==> src/rtl/imem_loader_pkg.sv <==
// imem_loader_pkg: shared FSM state encoding and word geometry for the instruction memory loader
package imem_loader_pkg;
    localparam int BYTES_PER_WORD = 4;
    typedef enum logic [2:0] {
        S_IDLE,
        S_COLLECT,
        S_WRITE,
        S_DONE,
        S_ERROR
    } state_t;
endpackage

==> src/rtl/imem_byte_packer.sv <==
// imem_byte_packer: assembles little-endian bytes into a 32-bit word
//   clk, reset (async active-low) | clear: restart at byte 0 | take: byte transfer this cycle
//   byte_data: incoming byte | word: assembly register | word_full: this transfer completes the word
module imem_byte_packer
    import imem_loader_pkg::*;
(
    input  logic        clk,
    input  logic        reset,
    input  logic        clear,
    input  logic        take,
    input  logic [7:0]  byte_data,
    output logic [31:0] word,
    output logic        word_full
);
    logic [1:0] byte_cnt;

    assign word_full = take && byte_cnt == 2'(BYTES_PER_WORD - 1);

    // byte_cnt wraps to 0 on the fourth byte, so the next word starts clean
    always_ff @(posedge clk or negedge reset) begin
        if (!reset) begin
            byte_cnt <= '0;
            word     <= '0;
        end else if (clear) begin
            byte_cnt <= '0;
        end else if (take) begin
            word[{byte_cnt, 3'b000} +: 8] <= byte_data;
            byte_cnt                      <= byte_cnt + 2'd1;
        end
    end
endmodule

==> src/rtl/imem_loader.sv <==
// imem_loader: streams program bytes into instruction memory while holding the CPU in reset
//   clk, reset (async active-low) | start, load_len: request a load of load_len words
//   byte_valid, byte_data, byte_ready: byte stream handshake
//   wr_en, wr_addr, wr_data: instruction memory write port
//   cpu_reset_n: released only after a successful load | busy, done, err: status
module imem_loader
    import imem_loader_pkg::*;
#(
    parameter int DEPTH_WORDS = 64,
    parameter int ADDR_W      = 32
) (
    input  logic              clk,
    input  logic              reset,
    input  logic              start,
    input  logic [15:0]       load_len,
    input  logic              byte_valid,
    input  logic [7:0]        byte_data,
    output logic              byte_ready,
    output logic              wr_en,
    output logic [ADDR_W-1:0] wr_addr,
    output logic [31:0]       wr_data,
    output logic              cpu_reset_n,
    output logic              busy,
    output logic              done,
    output logic              err
);
    localparam int          IW      = DEPTH_WORDS > 1 ? $clog2(DEPTH_WORDS) : 1;
    localparam logic [16:0] DEPTH_L = 17'(DEPTH_WORDS);

    state_t          state, state_nx;
    logic [IW-1:0]   word_idx;
    logic [15:0]     len_q;
    logic            accept, bad_len, last, word_full;

    assign accept  = start && (state == S_IDLE || state == S_DONE || state == S_ERROR);
    assign bad_len = load_len == 16'd0 || {1'b0, load_len} > DEPTH_L;
    assign last    = 16'(word_idx) + 16'd1 == len_q;
    assign wr_addr = ADDR_W'(word_idx) << 2;

    imem_byte_packer u_packer (
        .clk       (clk),
        .reset     (reset),
        .clear     (accept),
        .take      (byte_valid && byte_ready),
        .byte_data (byte_data),
        .word      (wr_data),
        .word_full (word_full)
    );

    always_ff @(posedge clk or negedge reset) begin
        if (!reset)
            state <= S_IDLE;
        else
            state <= state_nx;
    end

    always_comb begin
        state_nx = state;
        case (state)
            S_COLLECT: state_nx = word_full ? S_WRITE : S_COLLECT;
            S_WRITE:   state_nx = last ? S_DONE : S_COLLECT;
            default:   state_nx = accept ? (bad_len ? S_ERROR : S_COLLECT) : state;
        endcase
    end

    // every output is a pure decode of the state register
    always_comb begin
        byte_ready  = state == S_COLLECT;
        wr_en       = state == S_WRITE;
        busy        = state == S_COLLECT || state == S_WRITE;
        done        = state == S_DONE;
        err         = state == S_ERROR;
        cpu_reset_n = state == S_DONE;
    end

    // len_q is only consulted in WRITE, so loading it on a rejected start is harmless
    always_ff @(posedge clk or negedge reset) begin
        if (!reset) begin
            word_idx <= '0;
            len_q    <= '0;
        end else if (accept) begin
            word_idx <= '0;
            len_q    <= load_len;
        end else if (state == S_WRITE && !last) begin
            word_idx <= word_idx + IW'(1);
        end
    end
endmodule

==> config.mk <==
export PLATFORM = sky130hd
export DESIGN_NAME = imem_loader
export DESIGN_NICKNAME = d
export VERILOG_FILES = /design/src/rtl/imem_loader_pkg.sv /design/src/rtl/imem_byte_packer.sv /design/src/rtl/imem_loader.sv
export SDC_FILE = /design/constraint.sdc
export NUM_CORES = 1
export LEC_CHECK = 0
export ABC_CLOCK_PERIOD_IN_PS = 2300
export CORE_MARGIN = 2
export CORE_UTILIZATION = 46
export DETAILED_ROUTE_END_ITERATION = 8
export PLACE_DENSITY_LB_ADDON = 0.1
export SYNTH_ARGS = -nofsm -noshare
export SYNTH_HDL_FRONTEND = slang
export SYNTH_SLANG_ARGS = --single-unit
==> constraint.sdc <==
create_clock -name clk -period 2.3 [get_ports clk]
set_clock_uncertainty 0.1 [all_clocks]
set_input_delay 0.23 -clock clk [delete_from_list [all_inputs] [get_ports clk]]
set_output_delay 0.23 -clock clk [all_outputs]
set_load 0.03 [all_outputs]
==> flow_metrics.py, run 1 <==
metrics = {
    "routing": {
        "drc_errors": 0,
        "routed_via_density": 4.92,
        "ant_nets": 0,
        "totalWireLength_um": 6640,
        "routedWlPerCell_um": 14.0,
        "drtIter0Drc": 149,
        "vias": 2328,
        "drt_first_pass_iters": 4,
    },
    "pwr": {
        "combPwrFrac_pct": 11.7,
        "power_density_nw_per_um2": 598,
        "p_seq_share_pct": 46.6,
        "power.switching_uw": 597,
        "p_int_uw": 1770,
        "p_leak_uw": 0.00174,
        "ir_drop_v": 0.000320,
        "netSwitchingFraction_pct": 25.2,
        "clkPwrFrac_pct": 41.7,
    },
    "critical_path": {
        "rr_worst_depth": 8,
        "crit_required_ns": 1.97,
        "critical_path_class": "flop to primary output",
        "critPathLaunchType": "flop",
        "r2r_start": "word_idx[1]",
        "cp.arrival_ns": 1.82,
        "r2r_slack_ns": 0.17,
        "cp_max_fo": 7,
        "r2r_end": "word_idx[2]",
        "endpoint_kind": "primary output",
    },
    "sta": {
        "finalMaxSlewViolations": 0,
        "period_share_pct": 93.5,
        "relSlewSlack_pct": 45.6,
        "fin_crit_ns": 2.15,
        "tightest_slew_ns": 0.813,
        "rsz0062_at_grt": "no",
        "fmax_mhz": 465,
        "finalSetupViolCount": 0,
        "hold-worst-slack_ns": 0.342,
        "finalHoldViolations": 0,
    },
    "synth": {
        "async_flop_share_pct": 100,
        "synth_edf_count": 0,
        "yosys.area.top_type_share_pct": 50.1,
        "synth-seq-area-share_pct": 50.1,
        "synth_top_area_cell": "dfrtp_1",
        "ys_ff_latch": 59,
        "ys_types": 40,
        "synthCells": 304,
        "synthFlopType": "dfrtp_1",
        "yosys_warnings": 0,
        "syn_area_per_cell_um2": 9.68,
        "synthTopCellsByArea": "dfrtp_1, nand2_1, buf_4",
        "syn-cell-area_um2": 2940,
    },
    "finish": {
        "final_common_cell": "nand2_1",
        "drive_gt1_share_pct": 10.1,
        "multiInputGateArea_um2": 1330,
        "syn2layout_area_growth_pct": 34.5,
        "layout_common_cells": "nand2_1, clkdlybuf4s50_1, dfrtp_1, o21ai_1, conb_1",
        "instances_no_fill": 473,
        "finalNetCount": 425,
        "diodes": 0,
        "nFillCells": 535,
        "regArea_um2": 1480,
    },
    "clock_network": {
        "ctsLongestPathBuffers": 2,
        "cts_tree": "built",
        "htreeDepth": 3,
        "clkTransAtPathRegs_ns": 0.07,
        "clock_sinks": 59,
        "cts_made_buffers": 9,
        "root_buffer": "clkbuf_8",
        "insertion_delay_ns": 0.33,
    },
    "floorplanning": {
        "die_area_um2": 7060,
        "start_util_pct": 46.9,
        "io_pins": 98,
        "rows": 29,
        "dieWidth_um": 84,
        "core_area_um2": 6280,
        "die_height_um": 84,
    },
    "place": {
        "io_buffers": 71,
        "place_congestion": 0.748,
        "hpwl_um": 4820,
        "dpl.cell_count": 454,
    },
    "job": {
        "drv_cap": 0,
    },
    "grt": {
        "grt_use_total_pct": 20.1,
        "grt_pass1_vias": 2247,
        "grt_overflow_total": 0,
        "grt_pass1_wl_um": 11100,
        "grt_max_degree": 36,
        "antenna_found_initial": 0,
    },
    "run_status": {
        "status": "complete, no violations",
    },
    "worst_hold_path": {
        "hold_path.class": "input port to async pin",
    },
}
[layout make-up]
cell class	instances	area share (%)
inverters	6	0.569
clock inverters	4	1.20
flip-flops and latches	59	37.3
repair buffers	85	20.9
well taps	77	2.43
clock buffers	12	4.17
multi-input cells	230	33.5
[metal layers]
layer | up-vias | share of wire, % | GRT usage, %
li1 | 1151 | - | -
met1 | 1108 | 47 | 28.8
met2 | 62 | 47 | 29.8
met3 | 7 | 4.6 | 3.86
met4 | 0 | 1.0 | 8.36
met5 | - | 0 | 0
[cell usage after synthesis (3+ instances only)]
cell / count
nor3b_1: 3
ha_1: 6
inv_1: 3
inv_2: 3
clkbuf_1: 6
mux2_1: 16
nor3_1: 4
or3_1: 3
nand3_1: 8
nand2b_1: 4
buf_4: 27
xnor2_1: 6
xor2_1: 5
o21ai_1: 36
a21oi_1: 5
a31o_1: 4
nor2_1: 7
nand2_1: 75
dfrtp_1: 59
[how the worst max path moves through the flow]
| stage | from | endpoint |
|---|---|---|
| 2_1_floorplan | word_idx[0] | word_idx[1] |
| 3_3_place_gp | load_len[3] | state[0] |
| 3_5_place_dp | load_len[3] | state[0] |
| 4_1_cts | state[0] | len_q[8] |
| 5_1_grt | state[2] | u_packer.word[7] |
| 6_report | state[0] | wr_en |
[critical path: stages, from the launching register on]
cell and delay (ns):
dfrtp_1 0.43, or3_1 0.48, inv_2 0.17, dlygate4sd2_1 0.41
[power by group through the flow]
stage          Combinational [uW]  Sequential [uW]  Clock [uW]
3_3_place_gp                  275             1120           0
4_1_cts                       279             1100        1000
5_1_grt                       300             1110        1050
2_1_floorplan                 167             1140           0
6_report                      277             1100         988
3_5_place_dp                  277             1120           0
[per-stage QoR]
stage	utilization, %	instance area [um^2]	total power (uW)	setup slack, ns	TNS (ns)
after floorplan	-	3040	1310	0.0369	0
after global placement	59.1	3710	1400	0.126	0
after detailed placement	59.1	3710	1400	-0.0146	-0.0146
after CTS	62.6	3930	2390	0.0498	0
after global routing	63.1	3960	2460	0.00196	0
final	63.1	3960	2370	0.149	0
[sequential cells by signal, summed over array words and instances, names as in the netlist]
signal and count:
len_q 16, state 3, u_packer.word 32, u_packer.byte_cnt 2, word_idx 6
[cell families (layout without fill, tap and decap cells)]
family	count (synthesis)	in the layout	synth area share, %
buf+inv	40	107	8.58
fa+ha+maj	6	6	2.55
compound gates	53	53	10.2
other cells	1	26	0.127
mux	17	17	6.46
xor+xnor	11	11	3.27
flops	59	59	50.1
simple gates	117	117	18.7
[timing repair]
item,4_1_cts,5_1_grt
resized for setup,3,5
setup endpoints to repair,3,24
buffers inserted,0,2
pin swaps,0,0
hold buffers,1,0
hold endpoints to repair,24,0
Note: power is estimated with default switching activity, not from simulation.
==> inputs of run 2 (changes only) <==
--- a/config.mk
+++ b/config.mk
@@ -6,10 +6,11 @@
 export NUM_CORES = 1
 export LEC_CHECK = 0
 export ABC_CLOCK_PERIOD_IN_PS = 2300
-export CORE_MARGIN = 2
-export CORE_UTILIZATION = 46
+export CAP_MARGIN = 25
+export CORE_UTILIZATION = 48
 export DETAILED_ROUTE_END_ITERATION = 8
 export PLACE_DENSITY_LB_ADDON = 0.1
 export SYNTH_ARGS = -nofsm -noshare
 export SYNTH_HDL_FRONTEND = slang
+export SYNTH_HIERARCHICAL = 1
 export SYNTH_SLANG_ARGS = --single-unit
==> flow_metrics.py, run 2 <==
metrics = {
    "critical_path": {
        "crit_required_ns": 2.46,
        "r2r_start": "word_idx[1]",
        "rr_worst_depth": 7,
        "path_delay_family": "compound AO/OA/AOI/OAI gates",
        "worstSetupStartpoint": "word_idx[1]",
        "r2r_slack_ns": 0.08,
        "endpoint": "word_idx[3]",
        "cpMaxStageDelayCell": "or4_4",
        "endpoint_kind": "flop",
        "path_buf_inv": 1,
        "cp_max_fo": 10,
        "cp_cell_sequence": "ha_4, xor2_1, or4_4, a2111oi_4, a31oi_4, buf_4, o21ai_1",
        "critPathLaunchType": "flop",
        "cpPeakStageDelay_ns": 0.43,
        "critical_path_depth": 7,
        "r2r_end": "word_idx[3]",
        "critical_path_class": "flop to flop",
        "cp.arrival_ns": 2.38,
    },
    "floorplanning": {
        "io_pins": 98,
        "core_area_um2": 6760,
        "dieWidth_um": 85.6,
        "rows": 30,
        "die_area_um2": 7330,
        "die_height_um": 85.6,
        "start_util_pct": 49.7,
    },
    "grt": {
        "grt_pass1_vias": 2338,
        "grt_overflow_total": 0,
        "grt_use_total_pct": 20.7,
        "antenna_found_initial": 0,
        "grt_max_degree": 37,
        "grt_pass1_wl_um": 11700,
    },
    "sta": {
        "tightest_slew_ns": 0.561,
        "finalHoldViolations": 0,
        "fmax_mhz": 450,
        "hold-worst-slack_ns": 0.310,
        "fin_crit_ns": 2.22,
        "relSlewSlack_pct": 62.6,
        "finalMaxSlewViolations": 0,
        "rsz0062_at_grt": "yes",
        "period_share_pct": 96.5,
        "finalSetupViolCount": 0,
    },
    "synth": {
        "synthCells": 329,
        "yosys.area.top_type_share_pct": 44.0,
        "synth_edf_count": 0,
        "netlist_top_cells_count": "dfrtp_1, nand2_1, inv_1",
        "syn-cell-area_um2": 3360,
        "synthTopCellsByArea": "dfrtp_1, o32ai_2, buf_4",
        "synth-seq-area-share_pct": 44.0,
        "synthFlopType": "dfrtp_1",
        "yosys_warnings": 6,
        "synth_top_area_cell": "dfrtp_1",
        "ys_ff_latch": 59,
        "async_flop_share_pct": 100,
        "syn_area_per_cell_um2": 10.2,
        "synth.most_common_cell": "dfrtp_1",
        "ys_types": 47,
    },
    "clock_network": {
        "root_buffer": "clkbuf_8",
        "insertion_delay_ns": 0.33,
        "htreeDepth": 3,
        "cts_tree": "built",
        "cts_made_buffers": 9,
        "ctsLongestPathBuffers": 2,
        "clkTransAtPathRegs_ns": 0.08,
        "clock_sinks": 59,
    },
    "pwr": {
        "power_density_nw_per_um2": 1320,
        "ir_drop_v": 0.000605,
        "p_leak_uw": 0.00188,
    },
    "place": {
        "place_congestion": 0.842,
        "hpwl_um": 5260,
        "io_buffers": 71,
        "dpl.cell_count": 468,
    },
    "finish": {
        "layout_common_cells": "clkdlybuf4s50_1, dfrtp_1, nand2_1, inv_1, conb_1",
        "instances_no_fill": 487,
        "final_common_cell": "clkdlybuf4s50_1",
        "largest_reg_flops": 32,
        "finalNetCount": 436,
        "drive_gt1_share_pct": 19.2,
        "max_flop_register": "u_packer/word",
        "largestRegisters": "u_packer/word (32), len_q (16), word_idx (6)",
        "syn2layout_area_growth_pct": 29.0,
        "diodes": 0,
    },
    "routing": {
        "drc_errors": 1,
        "drt_first_pass_iters": 6,
        "routedWlPerCell_um": 15.0,
        "drtIter0Drc": 90,
        "ant_nets": 0,
        "totalWireLength_um": 7300,
        "routed_via_density": 5.24,
        "vias": 2550,
    },
    "job": {
        "drv_cap": 0,
    },
    "run_status": {
        "status": "finished, violations left",
        "violations": "DRC",
    },
    "worst_hold_path": {
        "hold_path.class": "input port to async pin",
    },
}
## run 2: changes by cell type after synthesis, sizes merged, moves of 5 or more
cell and delta:
nand2 -29, buf +13, o32ai +32, inv +34, o21ai -26, a21oi -5
## run 2: metrics by stage
step | worst slack (ns) | utilization (%) | TNS, ns | power [uW] | area, um^2
3_5_place_dp | 0.0272 | 60.1 | 0 | 4660 | 4060
4_1_cts | 0.0306 | 63.4 | 0 | 5700 | 4280
6_report | 0.0795 | 64.1 | 0 | 5720 | 4330
3_3_place_gp | 0.0565 | 60.1 | 0 | 4610 | 4060
2_1_floorplan | 0.00925 | - | 0 | 3710 | 3480
5_1_grt | -0.0103 | 64.1 | -0.0210 | 6050 | 4330
## run 2: timing repair
| action | CTS | global route |
|---|---|---|
| gates resized for setup | 2 | 7 |
| endpoints found under the setup margin | 3 | 11 |
| hold buffers | 1 | 0 |
| setup buffers | 0 | 2 |
| pin swaps | 1 | 0 |
| hold endpoints to repair | 23 | 0 |
## run 2: cells by family (layout without fill, tap and decap cells)
| group | Yosys count | in the layout | share of synthesized area [%] |
|---|---|---|---|
| and+or+nand+nor | 91 | 91 | 13.6 |
| DFF | 59 | 59 | 44.0 |
| muxes | 20 | 20 | 6.56 |
| xor gates and xnor gates | 8 | 8 | 2.09 |
| adders and majority gates | 6 | 6 | 2.24 |
| AOI/OAI and AO/OA | 56 | 56 | 17.5 |
| other | 1 | 26 | 0.112 |
| buffers and inverters | 88 | 141 | 13.9 |
## run 2: layer usage
layer | GRT usage (%) | up-vias | routed length, um
met3 | 5.20 | 12 | 442
li1 | - | 1223 | -
met4 | 6.52 | 0 | 99
met2 | 31.0 | 92 | 3300
met1 | 29.5 | 1223 | 3460
met5 | 0 | - | 0
## run 2: worst min-delay path by stage
stage,slack [ns],end,from
floorplan,-0.17,len_q[0],reset
global route,0.36,u_packer/word[23],reset
detailed placement,0.15,u_packer/word[20],reset
finish,0.31,u_packer/word[23],reset
global placement,0.15,u_packer/word[23],reset
CTS,0.33,u_packer/word[20],reset
## run 2: worst reg2reg max path, delay by kind of cell, from the launching register on
family / cells / cell delay [ns]
AO/OA/AOI/OAI: 3 / 0.60
AND/OR/NAND/NOR: 1 / 0.43
flip-flops: 1 / 0.42
adder cells (fa/ha/maj): 1 / 0.25
buffers and inverters: 1 / 0.19
XOR/XNOR: 1 / 0.16
## run 2: where the power goes
group          internal (uW)  switching [uW]  total, uW
logic                   1200            1680       2880
clock network            608             437       1040
registers               1490             305       1790
total                   3300            2420       5720
## run 2: cell type report
type                       instances  area [um^2]
clock buffer                       9          124
clock inverter                     7         91.3
fill                             561         2430
inverter                          40          150
multi-input combinational        207         1550
sequential                        59         1480
tap                               80          100
timing repair buffer              85          832
==> inputs of run 3 (changes only) <==
--- a/config.mk
+++ b/config.mk
@@ -10,6 +10,7 @@
 export CORE_UTILIZATION = 48
 export DETAILED_ROUTE_END_ITERATION = 8
 export PLACE_DENSITY_LB_ADDON = 0.1
+export SETUP_SLACK_MARGIN = 0.05
 export SYNTH_ARGS = -nofsm -noshare
 export SYNTH_HDL_FRONTEND = slang
 export SYNTH_HIERARCHICAL = 1
==> flow_metrics.py, run 3 (synthesis gave the netlist of run 2 again) <==
metrics = {
    "sta": {
        "period_share_pct": 94.7,
        "tightest_slew_ns": 0.622,
        "rsz0062_at_grt": "yes",
        "finalHoldViolations": 0,
        "relSlewSlack_pct": 58.5,
        "finalMaxSlewViolations": 0,
        "finalSetupViolCount": 0,
        "fin_crit_ns": 2.18,
        "setup-tns-final_ns": 0,
        "hold-worst-slack_ns": 0.355,
        "fmax_mhz": 459,
    },
    "floorplanning": {
        "core_area_um2": 6760,
        "start_util_pct": 49.7,
        "die_height_um": 85.6,
        "die_area_um2": 7330,
        "dieWidth_um": 85.6,
        "io_pins": 98,
        "rows": 30,
    },
    "pwr": {
        "p_leak_uw": 0.00185,
        "ir_drop_v": 0.000678,
        "power_density_nw_per_um2": 1300,
    },
    "place": {
        "place_congestion": 0.830,
        "hpwl_um": 5370,
        "io_buffers": 71,
    },
    "routing": {
        "ant_nets": 0,
        "routed_via_density": 5.29,
        "drt_first_pass_iters": 4,
        "drc_errors": 0,
        "routedWlPerCell_um": 15.5,
        "drtIter0Drc": 128,
        "totalWireLength_um": 7540,
        "vias": 2581,
    },
    "grt": {
        "grt_pass1_wl_um": 12300,
        "grt_pass1_vias": 2526,
        "antenna_found_initial": 0,
        "use_met1_pct": 30.0,
        "grt_use_met2_pct": 34.9,
        "grt_use_met3_pct": 3.75,
        "grt_overflow_total": 0,
        "grt_use_total_pct": 21.9,
        "grt_max_degree": 36,
        "grt_most_used_layer": "met2",
    },
    "critical_path": {
        "cp_max_fo": 5,
        "cp.arrival_ns": 2.32,
        "r2r_slack_ns": 0.12,
        "endpoint_kind": "flop",
        "critical_path_class": "flop to flop",
        "crit_required_ns": 2.44,
        "critPathLaunchType": "flop",
    },
    "finish": {
        "syn2layout_area_growth_pct": 28.8,
        "largest_reg_flops": 32,
        "max_flop_register": "u_packer/word",
        "diodes": 0,
        "layout_common_cells": "clkdlybuf4s50_1, dfrtp_1, nand2_1, inv_1, conb_1",
        "finalNetCount": 438,
        "final_common_cell": "clkdlybuf4s50_1",
        "nFillCells": 570,
        "drive_gt1_share_pct": 19.1,
        "largestRegisters": "u_packer/word (32), len_q (16), word_idx (6)",
    },
    "clock_network": {
        "htreeDepth": 3,
        "clock_sinks": 59,
        "root_buffer": "clkbuf_8",
        "cts_made_buffers": 9,
        "cts_tree": "built",
        "insertion_delay_ns": 0.32,
        "clkTransAtPathRegs_ns": 0.07,
        "ctsLongestPathBuffers": 2,
    },
    "run_status": {
        "status": "complete, no violations",
    },
    "job": {
        "drv_cap": 0,
    },
    "worst_hold_path": {
        "hold_path.class": "input port to async pin",
    },
}
## run 3: metrics by stage
stage	utilization [%]	power (uW)	instance area, um^2	setup WS [ns]	std cells
global route	64.0	5940	4320	0.0581	488
detailed placement	60.3	4670	4080	0.0412	469
floorplan	-	3720	3480	0.0228	354
CTS	63.3	5600	4280	0.0406	486
global placement	60.3	4620	4080	0.0775	469
finish	64.0	5610	4320	0.122	488
## run 3: final cells by class
cell class / instances / area (um^2) / area share [%]
tap: 80 / 100 / 2.31
multi-input combinational: 208 / 1580 / 36.5
inverter: 40 / 150 / 3.47
sequential: 59 / 1480 / 34.2
clock buffer: 12 / 145 / 3.36
timing repair buffer: 86 / 832 / 19.2
clock inverter: 3 / 40.0 / 0.926
## run 3: critical path, stage by stage (launching register included)
cell and delay, ns:
dfrtp_2 0.42, ha_4 0.25, xor2_1 0.13, or4_4 0.43, a2111oi_4 0.19, buf_4 0.19
a31oi_4 0.11, nand2_2 0.11, mux2i_1 0.17
## run 3: final timing paths
path,from,endpoint,depth (start not counted)
hold reg to reg,len_q[13],len_q[13],1
min in group clk,len_q[13],len_q[13],1
hold / removal,reset,u_packer/word[18],2
setup / recovery,word_idx[1],word_idx[2],8
max in group asynchronous,reset,len_q[2],3
setup reg to reg,word_idx[1],word_idx[2],8
## run 3: per-layer routing
| layer | vias to the layer above | wire (um) |
|---|---|---|
| met5 | - | 0 |
| met4 | 0 | 91 |
| met3 | 8 | 292 |
| met2 | 76 | 3610 |
| met1 | 1269 | 3540 |
| li1 | 1228 | - |
## run 3: report_power, final
group	internal, uW	switching (uW)	total, uW
combinational	1200	1700	2900
sequential	1490	312	1800
clock	521	386	908
## run 3: timing repair
| action | in CTS | in global routing |
|---|---|---|
| pin swaps | 2 | 1 |
| setup endpoints to repair | 7 | 40 |
| hold endpoints to repair | 24 | 0 |
| setup buffers | 0 | 2 |
| cloned | 1 | 0 |
| gates resized for setup | 4 | 6 |
| hold buffers | 1 | 0 |
